--- src/rtl/seq_arith_logic_unit.sv ---
// Registered RAT-style ALU with C/Z flags, a start/busy/done handshake and a
// multi-cycle shift-add unsigned multiply on opcode 4'b1111.
module seq_arith_logic_unit #(
  parameter int WIDTH = 8
) (
  input  logic             CLK,
  input  logic             RST_N,
  input  logic             ALU_START,
  input  logic [WIDTH-1:0] ALU_A,
  input  logic [WIDTH-1:0] ALU_B,
  input  logic [3:0]       ALU_SEL,
  input  logic             ALU_CIN,
  output logic             ALU_BUSY,
  output logic             ALU_DONE,
  output logic [WIDTH-1:0] ALU_RESULT,
  output logic [WIDTH-1:0] ALU_RESULT_HI,
  output logic             ALU_C,
  output logic             ALU_Z
);

  localparam int CNT_W = (WIDTH > 1) ? $clog2(WIDTH) : 1;

  localparam logic [3:0] OP_ADD  = 4'b0000;
  localparam logic [3:0] OP_ADDC = 4'b0001;
  localparam logic [3:0] OP_SUB  = 4'b0010;
  localparam logic [3:0] OP_SUBC = 4'b0011;
  localparam logic [3:0] OP_CMP  = 4'b0100;
  localparam logic [3:0] OP_AND  = 4'b0101;
  localparam logic [3:0] OP_OR   = 4'b0110;
  localparam logic [3:0] OP_EXOR = 4'b0111;
  localparam logic [3:0] OP_TEST = 4'b1000;
  localparam logic [3:0] OP_LSL  = 4'b1001;
  localparam logic [3:0] OP_LSR  = 4'b1010;
  localparam logic [3:0] OP_ROL  = 4'b1011;
  localparam logic [3:0] OP_ROR  = 4'b1100;
  localparam logic [3:0] OP_ASR  = 4'b1101;
  localparam logic [3:0] OP_MOV  = 4'b1110;
  localparam logic [3:0] OP_MUL  = 4'b1111;

  typedef enum logic {
    S_IDLE,
    S_MUL
  } state_t;

  state_t               state_q, state_d;
  logic [CNT_W-1:0]     cnt_q, cnt_d;
  logic [2*WIDTH-1:0]   acc_q, acc_d;
  logic [2*WIDTH-1:0]   mcand_q, mcand_d;
  logic [WIDTH-1:0]     mplier_q, mplier_d;
  logic [WIDTH-1:0]     result_q, result_d;
  logic [WIDTH-1:0]     result_hi_q, result_hi_d;
  logic                 c_q, c_d;
  logic                 z_q, z_d;
  logic                 done_q, done_d;

  logic                 accept;
  logic [WIDTH:0]       alu_r;
  logic [2*WIDTH-1:0]   acc_nxt;

  // Single-cycle ops evaluated in WIDTH+1 bits; bit WIDTH is the carry/borrow.
  function automatic logic [WIDTH:0] alu_calc(
    input logic [3:0]       sel,
    input logic [WIDTH-1:0] a,
    input logic [WIDTH-1:0] b,
    input logic             cin
  );
    logic [WIDTH:0] r;
    r = '0;
    case (sel)
      OP_ADD:          r = {1'b0, a} + {1'b0, b};
      OP_ADDC:         r = {1'b0, a} + {1'b0, b} + {{WIDTH{1'b0}}, cin};
      OP_SUB, OP_CMP:  r = {1'b0, a} - {1'b0, b};
      OP_SUBC:         r = {1'b0, a} - {1'b0, b} - {{WIDTH{1'b0}}, cin};
      OP_AND, OP_TEST: r = {1'b0, a & b};
      OP_OR:           r = {1'b0, a | b};
      OP_EXOR:         r = {1'b0, a ^ b};
      OP_LSL:          r = {a, cin};
      OP_LSR:          r = {a[0], cin, a[WIDTH-1:1]};
      OP_ROL:          r = {a[WIDTH-1], a[WIDTH-2:0], a[WIDTH-1]};
      OP_ROR:          r = {a[0], a[0], a[WIDTH-1:1]};
      OP_ASR:          r = {a[0], a[WIDTH-1], a[WIDTH-1:1]};
      OP_MOV:          r = {cin, b};
      default:         r = '0;
    endcase
    return r;
  endfunction

  assign accept = ALU_START && (state_q == S_IDLE);

  always_comb begin
    state_d     = state_q;
    cnt_d       = cnt_q;
    acc_d       = acc_q;
    mcand_d     = mcand_q;
    mplier_d    = mplier_q;
    result_d    = result_q;
    result_hi_d = result_hi_q;
    c_d         = c_q;
    z_d         = z_q;
    done_d      = 1'b0;
    alu_r       = alu_calc(ALU_SEL, ALU_A, ALU_B, ALU_CIN);
    acc_nxt     = acc_q + (mplier_q[0] ? mcand_q : '0);

    case (state_q)
      S_IDLE: begin
        if (accept) begin
          if (ALU_SEL == OP_MUL) begin
            state_d  = S_MUL;
            cnt_d    = '0;
            acc_d    = '0;
            mcand_d  = {{WIDTH{1'b0}}, ALU_A};
            mplier_d = ALU_B;
          end else begin
            c_d    = alu_r[WIDTH];
            z_d    = (alu_r[WIDTH-1:0] == '0);
            done_d = 1'b1;
            // CMP and TEST only touch the flags.
            if (ALU_SEL != OP_CMP && ALU_SEL != OP_TEST) begin
              result_d    = alu_r[WIDTH-1:0];
              result_hi_d = '0;
            end
          end
        end
      end
      S_MUL: begin
        acc_d    = acc_nxt;
        mcand_d  = mcand_q << 1;
        mplier_d = mplier_q >> 1;
        cnt_d    = cnt_q + CNT_W'(1);
        if (cnt_q == CNT_W'(WIDTH - 1)) begin
          state_d     = S_IDLE;
          result_d    = acc_nxt[WIDTH-1:0];
          result_hi_d = acc_nxt[2*WIDTH-1:WIDTH];
          c_d         = (acc_nxt[2*WIDTH-1:WIDTH] != '0);
          z_d         = (acc_nxt == '0);
          done_d      = 1'b1;
        end
      end
      default: state_d = S_IDLE;
    endcase
  end

  always_ff @(posedge CLK) begin
    if (!RST_N) begin
      state_q     <= S_IDLE;
      cnt_q       <= '0;
      acc_q       <= '0;
      mcand_q     <= '0;
      mplier_q    <= '0;
      result_q    <= '0;
      result_hi_q <= '0;
      c_q         <= 1'b0;
      z_q         <= 1'b0;
      done_q      <= 1'b0;
    end else begin
      state_q     <= state_d;
      cnt_q       <= cnt_d;
      acc_q       <= acc_d;
      mcand_q     <= mcand_d;
      mplier_q    <= mplier_d;
      result_q    <= result_d;
      result_hi_q <= result_hi_d;
      c_q         <= c_d;
      z_q         <= z_d;
      done_q      <= done_d;
    end
  end

  assign ALU_BUSY      = (state_q == S_MUL);
  assign ALU_DONE      = done_q;
  assign ALU_RESULT    = result_q;
  assign ALU_RESULT_HI = result_hi_q;
  assign ALU_C         = c_q;
  assign ALU_Z         = z_q;

endmodule

--- config.mk ---
export PLATFORM = sky130hd
export DESIGN_NAME = seq_arith_logic_unit
export DESIGN_NICKNAME = d
export VERILOG_FILES = /design/src/rtl/seq_arith_logic_unit.sv
export SDC_FILE = /design/constraint.sdc
export NUM_CORES = 1
export LEC_CHECK = 0
export CAP_MARGIN = 0
export CORE_ASPECT_RATIO = 2
export CORE_MARGIN = 10
export CORE_UTILIZATION = 45
export CTS_CLUSTER_DIAMETER = 60
export DETAILED_ROUTE_END_ITERATION = 8
export DONT_BUFFER_PORTS = 1
export GPL_ROUTABILITY_DRIVEN = 1
export GPL_TIMING_DRIVEN = 0
export SKIP_CTS_REPAIR_TIMING = 1
export SYNTH_ARGS = -nofsm -noshare
export SYNTH_HDL_FRONTEND = slang
export SYNTH_SLANG_ARGS = --single-unit
--- constraint.sdc ---
create_clock -name CLK -period 4.85 [get_ports CLK]
set_clock_uncertainty 0.15 [all_clocks]
set_input_delay 1.455 -clock CLK [delete_from_list [all_inputs] [get_ports CLK]]
set_output_delay 1.455 -clock CLK [all_outputs]
set_load 0.01 [all_outputs]
== Word level (Yosys, flattened, before mapping) ==
Cells that the tools add are included.
Operators by class
  $add $sub $neg: 6
  equal/unequal tests: 23
  multiplexer cells: 40
  bitwise gates (word level): 4
  reduce and logical (&&, ||, !) cells: 11
Operator list (count)
  $pmux 9 s13: 1
  $mux 16: 5
  $mux 8: 10
  $pmux 16 s2: 2
  $pmux 8 s2: 3
  $eq 4x4->1 const B: 8
  $add 16x16->16: 1
  $eq 4x3->1 const B: 4
  $logic_not 16->1: 1
  $mux 1: 12
  $add 8x8->9: 1
  $add 9x1->9: 1
  $sub 8x8->9: 1
  $sub 9x1->9: 1
  $and 8x8->8: 1
  $eq 4x2->1 const B: 2
  $logic_not 8->1: 1
  $or 8x8->8: 1
  $pmux 1 s2: 4
  $reduce_bool 8->1: 1
  $xor 8x8->8: 1
  $mux 3: 2
  $ne 2x1->1 const B: 3
  $pmux 3 s2: 1
  other kinds (13): 16
Word-level totals
  bits in registers: 63
  bits of input ports: 24
  output and inout port bits: 20
  logic and storage cells: 94

== Depth between registers and ports, before layout ==
  depth in word-level cells: 7
  mapped depth: 12
  depth with buffers taken out: 12

== Worst setup path after synthesis ==
Ideal clock, no wire load.
  path type: input-to-reg
  start point: input port ALU_A[0]
  end point: register z_q, in the netlist ALU_Z
  setup time: 0.073 ns
  data arrival time: 4.069 ns
  required time: 4.627 ns
  path slack: 0.557 ns
  stages: 11
  path buffers: 0
  path through: inv_1 ha_1 fa_1 or2_2 a21o_1 xnor2_1 o211ai_1 xnor2_1 a211oi_1 or3b_1 o211ai_2
On the way
  cells in the longest elaborated chain, start to end: 7
  elaborated cells between the ends (all ways): 12
  classes of those cells: add/sub (4); mux (4); bitwise (3); reduce/logical (1)
RTL lines
  from (decl): RTL line 9  | input logic [WIDTH-1:0] ALU_A,
  $sub 8x8->9 or $add 8x8->9 (tied branches)
  $sub 9x1->9 or $add 9x1->9 (tied branches): RTL line 73, 71
  $pmux 9 s13 *: RTL line 69  | case (sel)
  $logic_not 8->1 *: RTL line 115  | z_d = (alu_r[WIDTH-1:0] == '0);
  $mux 1 *: RTL line 107  | if (ALU_SEL == OP_MUL) begin
  $mux 1 *: RTL line 106  | if (accept) begin
  $pmux 1 s2 *: RTL line 104  | case (state_q)
  to (signal assigned): RTL line 164  | z_q <= z_d;
  to (decl): RTL line 53  | logic z_q, z_d;
Mark *: on every way between the ends. The rest lies on a longest branch, timed or not. The select of a mux whose other input is x is not followed.
A chain may end at the register's enable or synchronous reset.

== Final worst setup path ==
Same ends and word-level chain as after synthesis.

==> results.cfg <==
[clock_tree]
cts_root_buffer = clkbuf_16
clkLatencyLatePin_ns = 0.33
cts_buffers = 9
clk_pin_slew_ns = 0.06
htree_levels = 3
cts.path.max_buffers = 2
cts_sinks = 63
cts_tree = yes

[global_route]
grt_pass1_vias = 6146
grt_pass1_wl_um = 34300
antenna_found_initial = 0
grt.total_usage = 0.245
grt_max_degree = 13
overflow = 0

[final_layout]
area_delta_synth_final_pct = 9.68
utilization = 0.506
drive_gt1_frac = 0.0700
fin_area_um2 = 6420
nNetsFinal = 853
n_antenna_cell = 0

[logic_synthesis]
ys_seq_area_frac = 0.215
synth.avg_cell_area_um2 = 7.60
synth.ff_latch_count = 63
yosysWarnings = 0
synth.cell_area_um2 = 5850
syn_nets = 842
synth_edf_count = 0
async_reset_ff_frac = 0
synth_top_area_cell = dfxtp_1
synth_cell_types = 81
synthTopCellsByArea = dfxtp_1 22%, ha_1 9.6%, nand2_1 5.1%
yosysMostFrequentCell = nand2_1
syn-instance-count = 770
ys.flop_type = dfxtp_1
synth_top_area_frac = 0.215
synth_commonest_cells = 80 x nand2_1, 63 x dfxtp_1, 58 x nor2_1

[critical_path]
reg2reg_from = mplier_q[0]$_SDFFE_PN0P_
required_ns = 4.96
critPathLaunch = ALU_A[0]
critical_path_buf_inv_count = 1
cp_max_fo = 6
worstPathCellList = inv_1 > ha_1 > fa_1 > or2_2 > a21o_1 > xnor2_2 > o211ai_1 > xnor2_1 > a211oi_1 > or3b_1 > o211ai_2
critPathKind = in -> reg
slowest_stage = fa_1
cp-start-kind = input pin
cpPeakStageDelay_ns = 0.56
path_delay_family = compound AO/OA/AOI/OAI gates
worstPathArrival_ns = 4.80
end_kind = flip-flop

[drt]
met2_wirelength_um = 12600
drt-initial-drc-count = 291
totalWireLength_um = 22900
routedWlPerCell_um = 24.4
drt_pre_antenna_iters = 4
num_vias = 6022
met3WireLength_um = 1150
via_per_inst = 6.43
ant_nets = 0
dr.max_layer_used = met4
route.detailed.drc = 0
drt-met1-wl_um = 6970

[die]
ios = 44
die_h_um = 181
die_area_um2 = 18200
dieWidth_um = 101
core_um2 = 12700
initial_utilization = 0.461
row_count = 58

[pwr]
powerDensity_nw_per_um2 = 270
irDropWorstVdd_mv = 0.264
p_leak_nw = 2.66

[sta]
final.min_clock_period_ns = 4.69
rsz0062_at_grt = false
tightest_slew_ns = 0.926
clock.fmax_mhz = 213
hold_viol = 0
worst_slack_ns = 0.161
maxSlewHeadroom = 0.367
setup_viol_count_final = 0
slew_viol_final = 0
finalCritPeriodShare = 0.967
tns_ns = 0

[worst_hold_path]
hp-class = reg -> reg
holdCritStartpoint = acc_q[7]$_SDFFE_PN0P_

[placement]
gp_congestion = 0.997
dp_hpwl_um = 18800
place_worst_setup_slack_ns = -0.370
placed_area_um2 = 6040
io_buffers = 0

[job]
drv_cap = 0

[outcome]
status = finished, final reports clean
-- worst paths after layout --
kind	to	slack (ns)	cells past startpoint
worst max register to register	ALU_C$_SDFFE_PN0P_	0.68	11
worst max-delay path	ALU_Z$_SDFFE_PN0P_	0.16	11
worst min register to register	acc_q[7]$_SDFFE_PN0P_	0.33	2
worst min-delay path	acc_q[7]$_SDFFE_PN0P_	0.33	2
-- area by class of cell --
class,count,area (um2)
Buffer,53,274
Inverter,29,109
Fill cell,1272,6280
Clock buffer,9,225
Clock inverter,7,145
Multi-Input combinational cell,625,4220
Tap cell,150,188
Sequential cell,63,1260
-- kinds of logic (layout without fill, tap and decap cells) --
group	Yosys count	in the layout	synth area share
simple gates	291	291	0.256
compound gates	240	240	0.284
buf+inv	82	98	0.0654
flops	63	63	0.215
fa+ha+maj	48	48	0.106
xor+xnor	34	34	0.0521
mux	12	12	0.0209
-- stage by stage --
step / hold WS, ns / power, mW / cells
after floorplan: 0.298 / 0.818 / 770
after global placement: 0.311 / 0.931 / 920
after detailed placement: 0.324 / 0.932 / 920
after CTS: 0.333 / 1.73 / 936
after global routing: 0.369 / 1.78 / 936
final: 0.330 / 1.74 / 936
-- layer usage --
layer  global-route usage  vias up
met1                0.204     2881
met5                    0        -
met4                0.219        0
met3               0.0413       98
met2                0.462      237
li1                     -     2806
-- power breakdown --
part | internal, mW | switching (mW) | total, mW
clock | 0.555 | 0.246 | 0.802
sequential | 0.528 | 0.0114 | 0.539
combinational | 0.142 | 0.253 | 0.395
-- cell usage in the layout, fill, tap and decap left out, types with 4 or more instances in the layout --
cell type	n
a221o_1	5
nand4_1	6
o32ai_1	4
and3_1	4
or2_2	4
clkbuf_16	9
ha_1	45
nor2_1	58
a31oi_1	4
mux2i_1	10
and2_1	43
nand2b_1	10
dfxtp_1	63
nand3_1	16
a22oi_1	11
o21ai_0	48
bufinv_16	4
a221oi_1	4
nor2b_1	19
nor3_1	12
a22o_1	14
a21o_1	10
o21ai_1	5
a211oi_1	9
o31ai_1	4
xor2_1	15
xnor2_1	17
buf_1	7
nand2_1	80
a222oi_1	4
inv_1	29
clkbuf_1	32
a21boi_0	8
a21oi_1	54
buf_2	6
o21a_1	6
nor4_1	9
buf_6	5
o211ai_1	9
o22ai_1	7
-- worst min-delay path, cell delays in order (launching register included) --
cell	delay, ns
dfxtp_1	0.31
nand2_1	0.05
a21boi_0	0.07
-- state kept, by name, summed over array words and instances, names as in the netlist --
register       flops
acc_q             16
mcand_q           16
ALU_RESULT         8
ALU_RESULT_HI      8
mplier_q           8
cnt_q              3
ALU_BUSY           1
ALU_C              1
ALU_DONE           1
ALU_Z              1
No activity file was read; power rests on OpenSTA's default activity.
